$ cat src/rtl/unencoded_tcam_resp.sv
// Ternary CAM with an unencoded per-entry hit vector; UNENCODED_TCAM_FAST_WR_EN gives single-edge writes.
// Latency: lookup result registered, visible one cycle after the key is sampled; writes take WR_LAT cycles.
// Backpressure: none on lookups; cam_busy high during a write, and writes requested while busy are dropped.
module unencoded_tcam_resp #(
  parameter int CMP_WIDTH  = 32,
  parameter int DEPTH      = 16,
  parameter int DEPTH_BITS = $clog2(DEPTH),
  parameter int WR_LAT     = 16
) (
  input  logic                  clk,
  input  logic                  reset_n,
  input  logic [CMP_WIDTH-1:0]  cam_cmp_din,
  input  logic [CMP_WIDTH-1:0]  cam_cmp_data_mask,
  input  logic                  cam_we,
  input  logic [DEPTH_BITS-1:0] cam_wr_addr,
  input  logic [CMP_WIDTH-1:0]  cam_din,
  input  logic [CMP_WIDTH-1:0]  cam_data_mask,
  output logic                  cam_busy,
  output logic                  cam_match,
  output logic [DEPTH-1:0]      cam_match_addr
);

  logic [CMP_WIDTH-1:0] ent_data [DEPTH];
  logic [CMP_WIDTH-1:0] ent_mask [DEPTH];
  logic [DEPTH-1:0]     ent_vld;
  logic [DEPTH-1:0]     hit;
  logic                 addr_ok;
  logic                 wr_ok;

  // Range check is only needed when the address field can name missing entries.
  generate
    if ((2 ** DEPTH_BITS) > DEPTH) begin : g_addr_chk
      localparam logic [DEPTH_BITS:0] DEPTH_LIM = (DEPTH_BITS + 1)'(DEPTH);
      assign addr_ok = ({1'b0, cam_wr_addr} < DEPTH_LIM);
    end else begin : g_addr_full
      assign addr_ok = 1'b1;
    end
  endgenerate

  assign wr_ok = cam_we && !cam_busy && addr_ok;

  always_comb begin
    hit = '0;
    for (int i = 0; i < DEPTH; i++) begin
      hit[i] = ent_vld[i] &&
               (((ent_data[i] ^ cam_cmp_din) & ~ent_mask[i] & ~cam_cmp_data_mask) == '0);
    end
  end

  always_ff @(posedge clk or negedge reset_n) begin
    if (!reset_n) begin
      cam_match_addr <= '0;
      cam_match      <= 1'b0;
    end else begin
      cam_match_addr <= hit;
      cam_match      <= |hit;
    end
  end

`ifdef UNENCODED_TCAM_FAST_WR_EN

  assign cam_busy = 1'b0;

  always_ff @(posedge clk or negedge reset_n) begin
    if (!reset_n) begin
      ent_vld <= '0;
    end else if (wr_ok) begin
      ent_vld[cam_wr_addr] <= 1'b1;
    end
  end

  always_ff @(posedge clk) begin
    if (wr_ok) begin
      ent_data[cam_wr_addr] <= cam_din;
      ent_mask[cam_wr_addr] <= cam_data_mask;
    end
  end

`else

  typedef enum logic {IDLE, WRITE} state_t;

  state_t                state_q, state_d;
  logic [7:0]            cnt_q;
  logic [DEPTH_BITS-1:0] wr_addr_q;
  logic [CMP_WIDTH-1:0]  wr_din_q;
  logic [CMP_WIDTH-1:0]  wr_mask_q;
  logic                  commit;

  // The edge ending the last busy cycle stores the entry.
  assign commit = (state_q == WRITE) && (cnt_q == 8'd1);

  always_ff @(posedge clk or negedge reset_n) begin
    if (!reset_n) state_q <= IDLE;
    else          state_q <= state_d;
  end

  always_comb begin
    state_d = state_q;
    case (state_q)
      IDLE:    if (wr_ok)  state_d = WRITE;
      WRITE:   if (commit) state_d = IDLE;
      default: state_d = IDLE;
    endcase
  end

  always_comb begin
    cam_busy = (state_q == WRITE);
  end

  always_ff @(posedge clk or negedge reset_n) begin
    if (!reset_n) begin
      cnt_q <= 8'd0;
    end else if (wr_ok) begin
      cnt_q <= 8'(WR_LAT);
    end else if (state_q == WRITE) begin
      cnt_q <= cnt_q - 8'd1;
    end
  end

  always_ff @(posedge clk) begin
    if (wr_ok) begin
      wr_addr_q <= cam_wr_addr;
      wr_din_q  <= cam_din;
      wr_mask_q <= cam_data_mask;
    end
  end

  // Target drops out of lookups from the accepting edge until the store edge.
  always_ff @(posedge clk or negedge reset_n) begin
    if (!reset_n) begin
      ent_vld <= '0;
    end else if (wr_ok) begin
      ent_vld[cam_wr_addr] <= 1'b0;
    end else if (commit) begin
      ent_vld[wr_addr_q] <= 1'b1;
    end
  end

  always_ff @(posedge clk) begin
    if (commit) begin
      ent_data[wr_addr_q] <= wr_din_q;
      ent_mask[wr_addr_q] <= wr_mask_q;
    end
  end

`endif

endmodule

$ cat config.mk
export PLATFORM = sky130hd
export DESIGN_NAME = unencoded_tcam_resp
export DESIGN_NICKNAME = d
export VERILOG_FILES = /design/src/rtl/unencoded_tcam_resp.sv
export SDC_FILE = /design/constraint.sdc
export NUM_CORES = 1
export LEC_CHECK = 0
export BUFFER_PORTS_ARGS = -buffer_cell sky130_fd_sc_hd__buf_2
export CELL_PAD_IN_SITES_DETAIL_PLACEMENT = 1
export CELL_PAD_IN_SITES_GLOBAL_PLACEMENT = 1
export CORE_MARGIN = 3
export CORE_UTILIZATION = 50
export CTS_BUF_LIST = sky130_fd_sc_hd__clkbuf_8
export DETAILED_ROUTE_END_ITERATION = 12
export MAX_ROUTING_LAYER = met4
export PLACE_DENSITY = 0.86
export REMOVE_ABC_BUFFERS = 1
export SYNTH_ARGS = -nofsm -noshare
export SYNTH_HDL_FRONTEND = slang
export SYNTH_SLANG_ARGS = --single-unit
$ cat constraint.sdc
create_clock -name clk -period 7.45 [get_ports clk]
set_input_delay 1.49 -clock clk [delete_from_list [all_inputs] [get_ports clk]]
set_output_delay 1.49 -clock clk [all_outputs]
set_load 0.02 [all_outputs]
==> Yosys cells after proc, flatten, opt, wreduce, memory -nomap -nowiden <==
Memory sizes are Yosys's and may differ from the RTL's.
Index checks and enable logic that the tools add are counted.
{ "word_totals": {"output_inout_bits": 18, "elab_cells": 138, "ff_bits": 110, "ramBits": 1024, "memories": 2} }
{ "op_classes": {"muxes": 13, "n_eq_ne": 1, "bitwise_logic": 69, "addsub": 1, "magnitude_cmp": 4, "n_reduce_logical": 40} }
{ "memory_table": {"columns": ["memory", "words", "width", "rd", "rd_clocked_by_memory_dff", "wr", "line", "source"], "rows": [
  ["ent_data", 16, 32, 16, 0, 1, "23", "logic [CMP_WIDTH-1:0] ent_data [DEPTH];"],
  ["ent_mask", 16, 32, 16, 0, 1, "24", "logic [CMP_WIDTH-1:0] ent_mask [DEPTH];"]
]} }
{ "op_table": {"columns": ["op", "count"], "rows": [
  ["32-bit bitwise AND", 32],
  ["32-bit inverter", 17],
  ["32-bit logical NOT", 16],
  ["32-bit XOR", 16],
  ["16-bit 2-to-1 mux", 2],
  ["1-bit logical AND", 20],
  ["16-bit bitwise AND", 1],
  ["8-bit 2-to-1 mux", 2],
  ["16-bit inverter", 1],
  ["16-bit OR", 1],
  ["16-bit OR reduction", 1],
  ["4-bit by 5-bit less-than comparator with 1-bit output (second input constant)", 2],
  ["1-bit demux with 4-bit select", 2],
  ["8-bit by 1-bit equality test with 1-bit output (second input constant)", 1],
  ["4-bit by 1-bit greater-or-equal comparator with 1-bit output (second input constant)", 2],
  ["8-bit by 1-bit subtractor with 8-bit output (second input constant)", 1],
  ["1-bit 2-to-1 mux", 6],
  ["2-bit nonzero test", 2],
  ["1-bit case mux with 2 select lines", 1],
  ["1-bit logical NOT", 1],
  ["1-bit inverter", 1]
]} }

==> Longest topological paths before layout <==
{ "depth": {"depth_word": 7, "mapped_depth": 9, "ltp_nobuf": 7} }

==> Worst setup path before layout <==
OpenSTA, ideal clock, no wires.
{ "synth_path": {"path_kind": "register to register", "startpoint": "register state_q, in the netlist cam_busy", "endpoint": "memory ent_data[12][0], enable pin", "path_buffers": 0, "period_less_slack_ns": 6.167, "stages_incl_launch_ff": 6, "t_arrival_ns": 5.601, "slack_ns": 1.283, "t_required_ns": 6.884, "setup_ns": 0.566, "cell_sequence": "dfrtp_1 > inv_2 > nor2_1 > and4b_1 > nand3_1 > nor3_1"} }
{ "synth_between": {"elab_chain_cells": 3} }
{ "synth_rtl": {"columns": ["item", "line", "source"], "rows": [
  ["start, declared", "83", "state_t state_q, state_d;"],
  ["start signal, assigned", "95", "else state_q <= state_d;"],
  ["1-bit logical AND", "91", "assign commit = (state_q == WRITE) && (cnt_q == 8'd1);"],
  ["1-bit 2-to-1 mux", "141", "if (commit) begin"],
  ["1-bit 2-to-1 mux (implied by the code)", "142", "ent_data[wr_addr_q] <= wr_din_q;"],
  ["end, declared", "23", null]
]} }
No other way between the ends.

==> Worst setup path in the final report <==
{ "layout_path": {"startpoint": "input port cam_cmp_din[4]", "endpoint": "register cam_match"} }
{ "layout_between": {"elab_chain_cells": 6} }
{ "layout_rtl": {"columns": ["item", "line", "source"], "rows": [
  ["start, declared", "12", "input logic [CMP_WIDTH-1:0] cam_cmp_din,"],
  ["32-bit XOR", "46", "(((ent_data[i] ^ cam_cmp_din) & ~ent_mask[i] & ~cam_cmp_data_mask) == '0);"],
  ["32-bit bitwise AND (2 in a row)", "46", null],
  ["32-bit logical NOT", "46", null],
  ["1-bit logical AND", "45", "hit[i] = ent_vld[i] &&"],
  ["named net hit[10]", "26", "logic [DEPTH-1:0] hit;"],
  ["16-bit OR reduction", "56", "cam_match <= |hit;"],
  ["end signal, assigned", "56", null],
  ["end, declared", "19", "output logic cam_match,"]
]} }
The timed path passes the listed nets, and every way through them passes these cells.
A chain may end at the register's enable or synchronous reset.

==> summary.md <==
| Metric | Value |
|---|---|
| Crit start category | `primary input` |
| Post-layout min period | `3.94 ns` |
| Final wirelength | `~140,000 um` |
| Routed met2 length | `between 60,000 and 70,000 um` |
| Max Slew Vio Count | `0` |
| Syn_area_per_cell | `around 17 um^2` |
| Cell with the most instances after synthesis | `edfxtp_1` |
| Core Rows | `107` |
| Comb pwr share | `approximately 4.8%` |
| NetSw | `2.99 mW` |
| Mapped Area | `43,600 um^2` |
| WP data required | `8.20 ns` |
| Max Cap Viol | `1` |
| Crit path DAT | `around 4.7 ns` |
| WL met3 | `about 16,000 um` |
| Kind of critical path | `in -> reg` |
| DP Worst Slack | `around 2.9 ns` |
| Port bufs | `152` |
| Post-DR vias/cell | `~6.2` |
| Slew @ Worst Pin | `around 1.5 ns` |
| Net Sw Frac | `23.8%` |
| Total GRT Usage | `around a third` |
| Top FF cell, synth | `edfxtp_1` |
| TritonCTS buffer count | `178` |
| Final-report setup violation count | `0` |
| Fin. Hold Viols | `0` |
| Min-Delay Path Class | `reg -> reg` |
| Final WS setup | `around 3.5 ns` |
| Clock Power Share | `around 39%` |
| Skew final | `around 0.053 ns` |
| Synth area leaders | `edfxtp_1 75%, xnor2_1 10%, nor3_1 5.9%, dfrtp_1 2.4%, nor4_1 1.7%` |
| CTS sink cnt | `about 1,100` |
| Hold_buf cts | `0` |
| DRT antenna net count | `0` |
| M1 wire length | `around 49,000 um` |
| Sequential fraction of design power | `56.1%` |
| EDFF count, synth | `approximately 1,100` |
| Setup_tns | `0 ns` |
| Max Fclk | `between 0.2 and 0.3 GHz` |
| Cell count after synthesis | `2,570` |
| Final Wtd Congestion | `approximately 0.95` |
| WHS | `0.480 ns` |
| Worst Setup End Kind | `flop` |
| Clk pin slew, worst setup/hold paths | `~0.060 ns` |
| CP Max Fanout | `16` |
| WL per Instance | `approximately 34 um` |
| Status | `complete, but fails checks` |
| Worst skew pair latency | `around 0.85 ns` |
| Die width | `301 um` |
| Distinct cells, synth | `37` |
| Most frequent cells after synthesis | `1,092 x edfxtp_1, 517 x nor3_1, 513 x xnor2_1` |
| Longest Clk Path Bufs | `3` |
| Total die area | `roughly 91,000 um^2` |
| Vias in the first global route | `approximately 26,000` |
| Slew margin rel. | `0.861%` |
| DR DRC count | `0` |
| First drt pass iteration count | `6` |
| Power Internal | `9.57 mW` |
| Largest net degree at the start of global routing | `a little over 70` |
| Total number of vias | `about 26,000` |
| Chip height | `~300 um` |
| Seq cells post-synth | `1,134` |
| Clk root buf | `clkbuf_8` |
| Yosys top cell by area | `edfxtp_1` |
| P per Cell Area | `~260 nW/um^2` |
| Failing checks | `capacitance limit` |
| Overflow after GRT | `0` |
| Layout cells sized above 1 | `14.8%` |
| Starting density of the core | `between 50% and 60%` |
| TritonCTS clock tree | `built` |
| RSZ-0062 raised after global routing | `false` |
| Register area share after synthesis | `between 70 and 80%` |
| DR iter-0 viols | `roughly 3,800` |
| Final non-filler cell total | `4,092` |
| Inst Count DP | `3,761` |
| First-pass GRT wire length | `197,000 um` |
| Maximum VDD drop | `approximately 170 uV` |
| Post-CTS Resized | `0` |
| I/O pins | `~150` |
| Final Cycle Share | `a little over half` |
| Area share of the largest cell type after synthesis | `between 70 and 80%` |
| Detail Placement HPWL | `around 90,000 um` |
| Max Used Layer | `met4` |
| Core area | `85,800 um^2` |
| CTS H-tree lvls | `4` |
| Ys async rst share | `between 3 and 4%` |
| Layout area overhead | `11.0%` |
| Initial antenna violation count | `9` |
| Nets | `2,934` |
| Leakage | `14.9 nW` |
| Synth Warn # | `0` |
| Postcts setup bufs | `0` |
metrics by stage:
| stage | utilization [%] | power [mW] | cell area, um^2 |
|---|---|---|---|
| global route | 56.4 | 12.9 | 48400 |
| floorplan | - | 7.40 | 42700 |
| CTS | 56.4 | 12.6 | 48400 |
| global placement | 52.6 | 7.73 | 45100 |
| finish | 56.4 | 12.6 | 48400 |
| detailed placement | 52.6 | 7.76 | 45100 |
critical path: stages:
cell and delay [ns]:
buf_2 0.56, xnor2_1 0.21, nor3_1 0.08, nor4_1 1.24, nand4_1 0.32, nor3_2 0.54, nor4_1 0.12, nand4_1 0.12
worst paths after layout:
| path | from | end | slack (ns) | cells after the start |
|---|---|---|---|---|
| worst min register to register | cnt_q[1] | cnt_q[1] | 0.48 | 2 |
| worst min-delay path | cnt_q[1] | cnt_q[1] | 0.48 | 2 |
| worst max-delay path | cam_cmp_din[4] | cam_match | 3.51 | 8 |
| max in group asynchronous | reset_n | cam_match_addr[15] | 5.92 | 1 |
| worst max register to register | cnt_q[4] | ent_mask[8][26] | 3.77 | 6 |
| min in group asynchronous | reset_n | cam_match_addr[9] | 0.86 | 1 |
flip-flops by register name, indices dropped and copies added (netlist names):
| name | count |
|---|---|
| ent_data | 512 |
| cam_match_addr | 16 |
| cam_busy | 1 |
| wr_addr_q | 4 |
| wr_mask_q | 32 |
| cnt_q | 8 |
| wr_din_q | 32 |
| cam_match | 1 |
| ent_vld | 16 |
| ent_mask | 512 |
routing by layer:
layer / up-vias / track usage (%)
li1: 10300 / -
met2: 1940 / 48.8
met1: 12900 / 39.5
met5: - / -
met3: 421 / 7.92
met4: 0 / 16.6
cell type report:
cell class | instances | area, um^2
repair buffers | 175 | 933
clock inverters | 139 | 691
inverters | 4 | 17.5
clock buffers | 186 | 2560
multi-input cells | 1304 | 8920
flip-flops and latches | 1134 | 33800
fillers | 7964 | 37400
diodes | 6 | 15.0
well taps | 1144 | 1430
placed cells by master (no fill, tap or decap), types with 6 or more instances in the layout:
| cell type | instances |
|---|---|
| nand2b_1 | 9 |
| o311ai_1 | 16 |
| buf_2 | 152 |
| o21ai_0 | 26 |
| clkinv_1 | 46 |
| nor4_1 | 115 |
| clkinv_2 | 21 |
| diode_2 | 6 |
| nand4_1 | 18 |
| buf_4 | 23 |
| xnor2_1 | 513 |
| nand2_1 | 10 |
| nor2_4 | 12 |
| o21ai_1 | 6 |
| dfrtp_1 | 42 |
| inv_1 | 59 |
| edfxtp_1 | 1092 |
| nor3_1 | 515 |
| nand3_1 | 22 |
| clkbuf_8 | 186 |
| nor3_2 | 16 |
power by group through the flow:
stage	Combinational (mW)	Clock (mW)	Sequential (mW)
after floorplan	0.267	0	7.14
after global placement	0.563	0	7.17
after detailed placement	0.588	0	7.17
after CTS	0.597	4.94	7.04
after global routing	0.637	5.24	7.05
final	0.605	4.91	7.04
logic make-up (layout without fill, tap and decap cells):
group,Yosys count,in the layout,synth area share (%)
and+or+nand+nor,735,735,9.01
AOI/OAI and AO/OA,53,53,0.778
other,0,6,0
buffers and inverters,132,504,2.22
muxes,1,1,0.0230
adders and majority gates,2,2,0.0574
xor gates and xnor gates,513,513,10.3
DFF,1134,1134,77.6
Note: power is estimated with default switching activity, not from simulation.
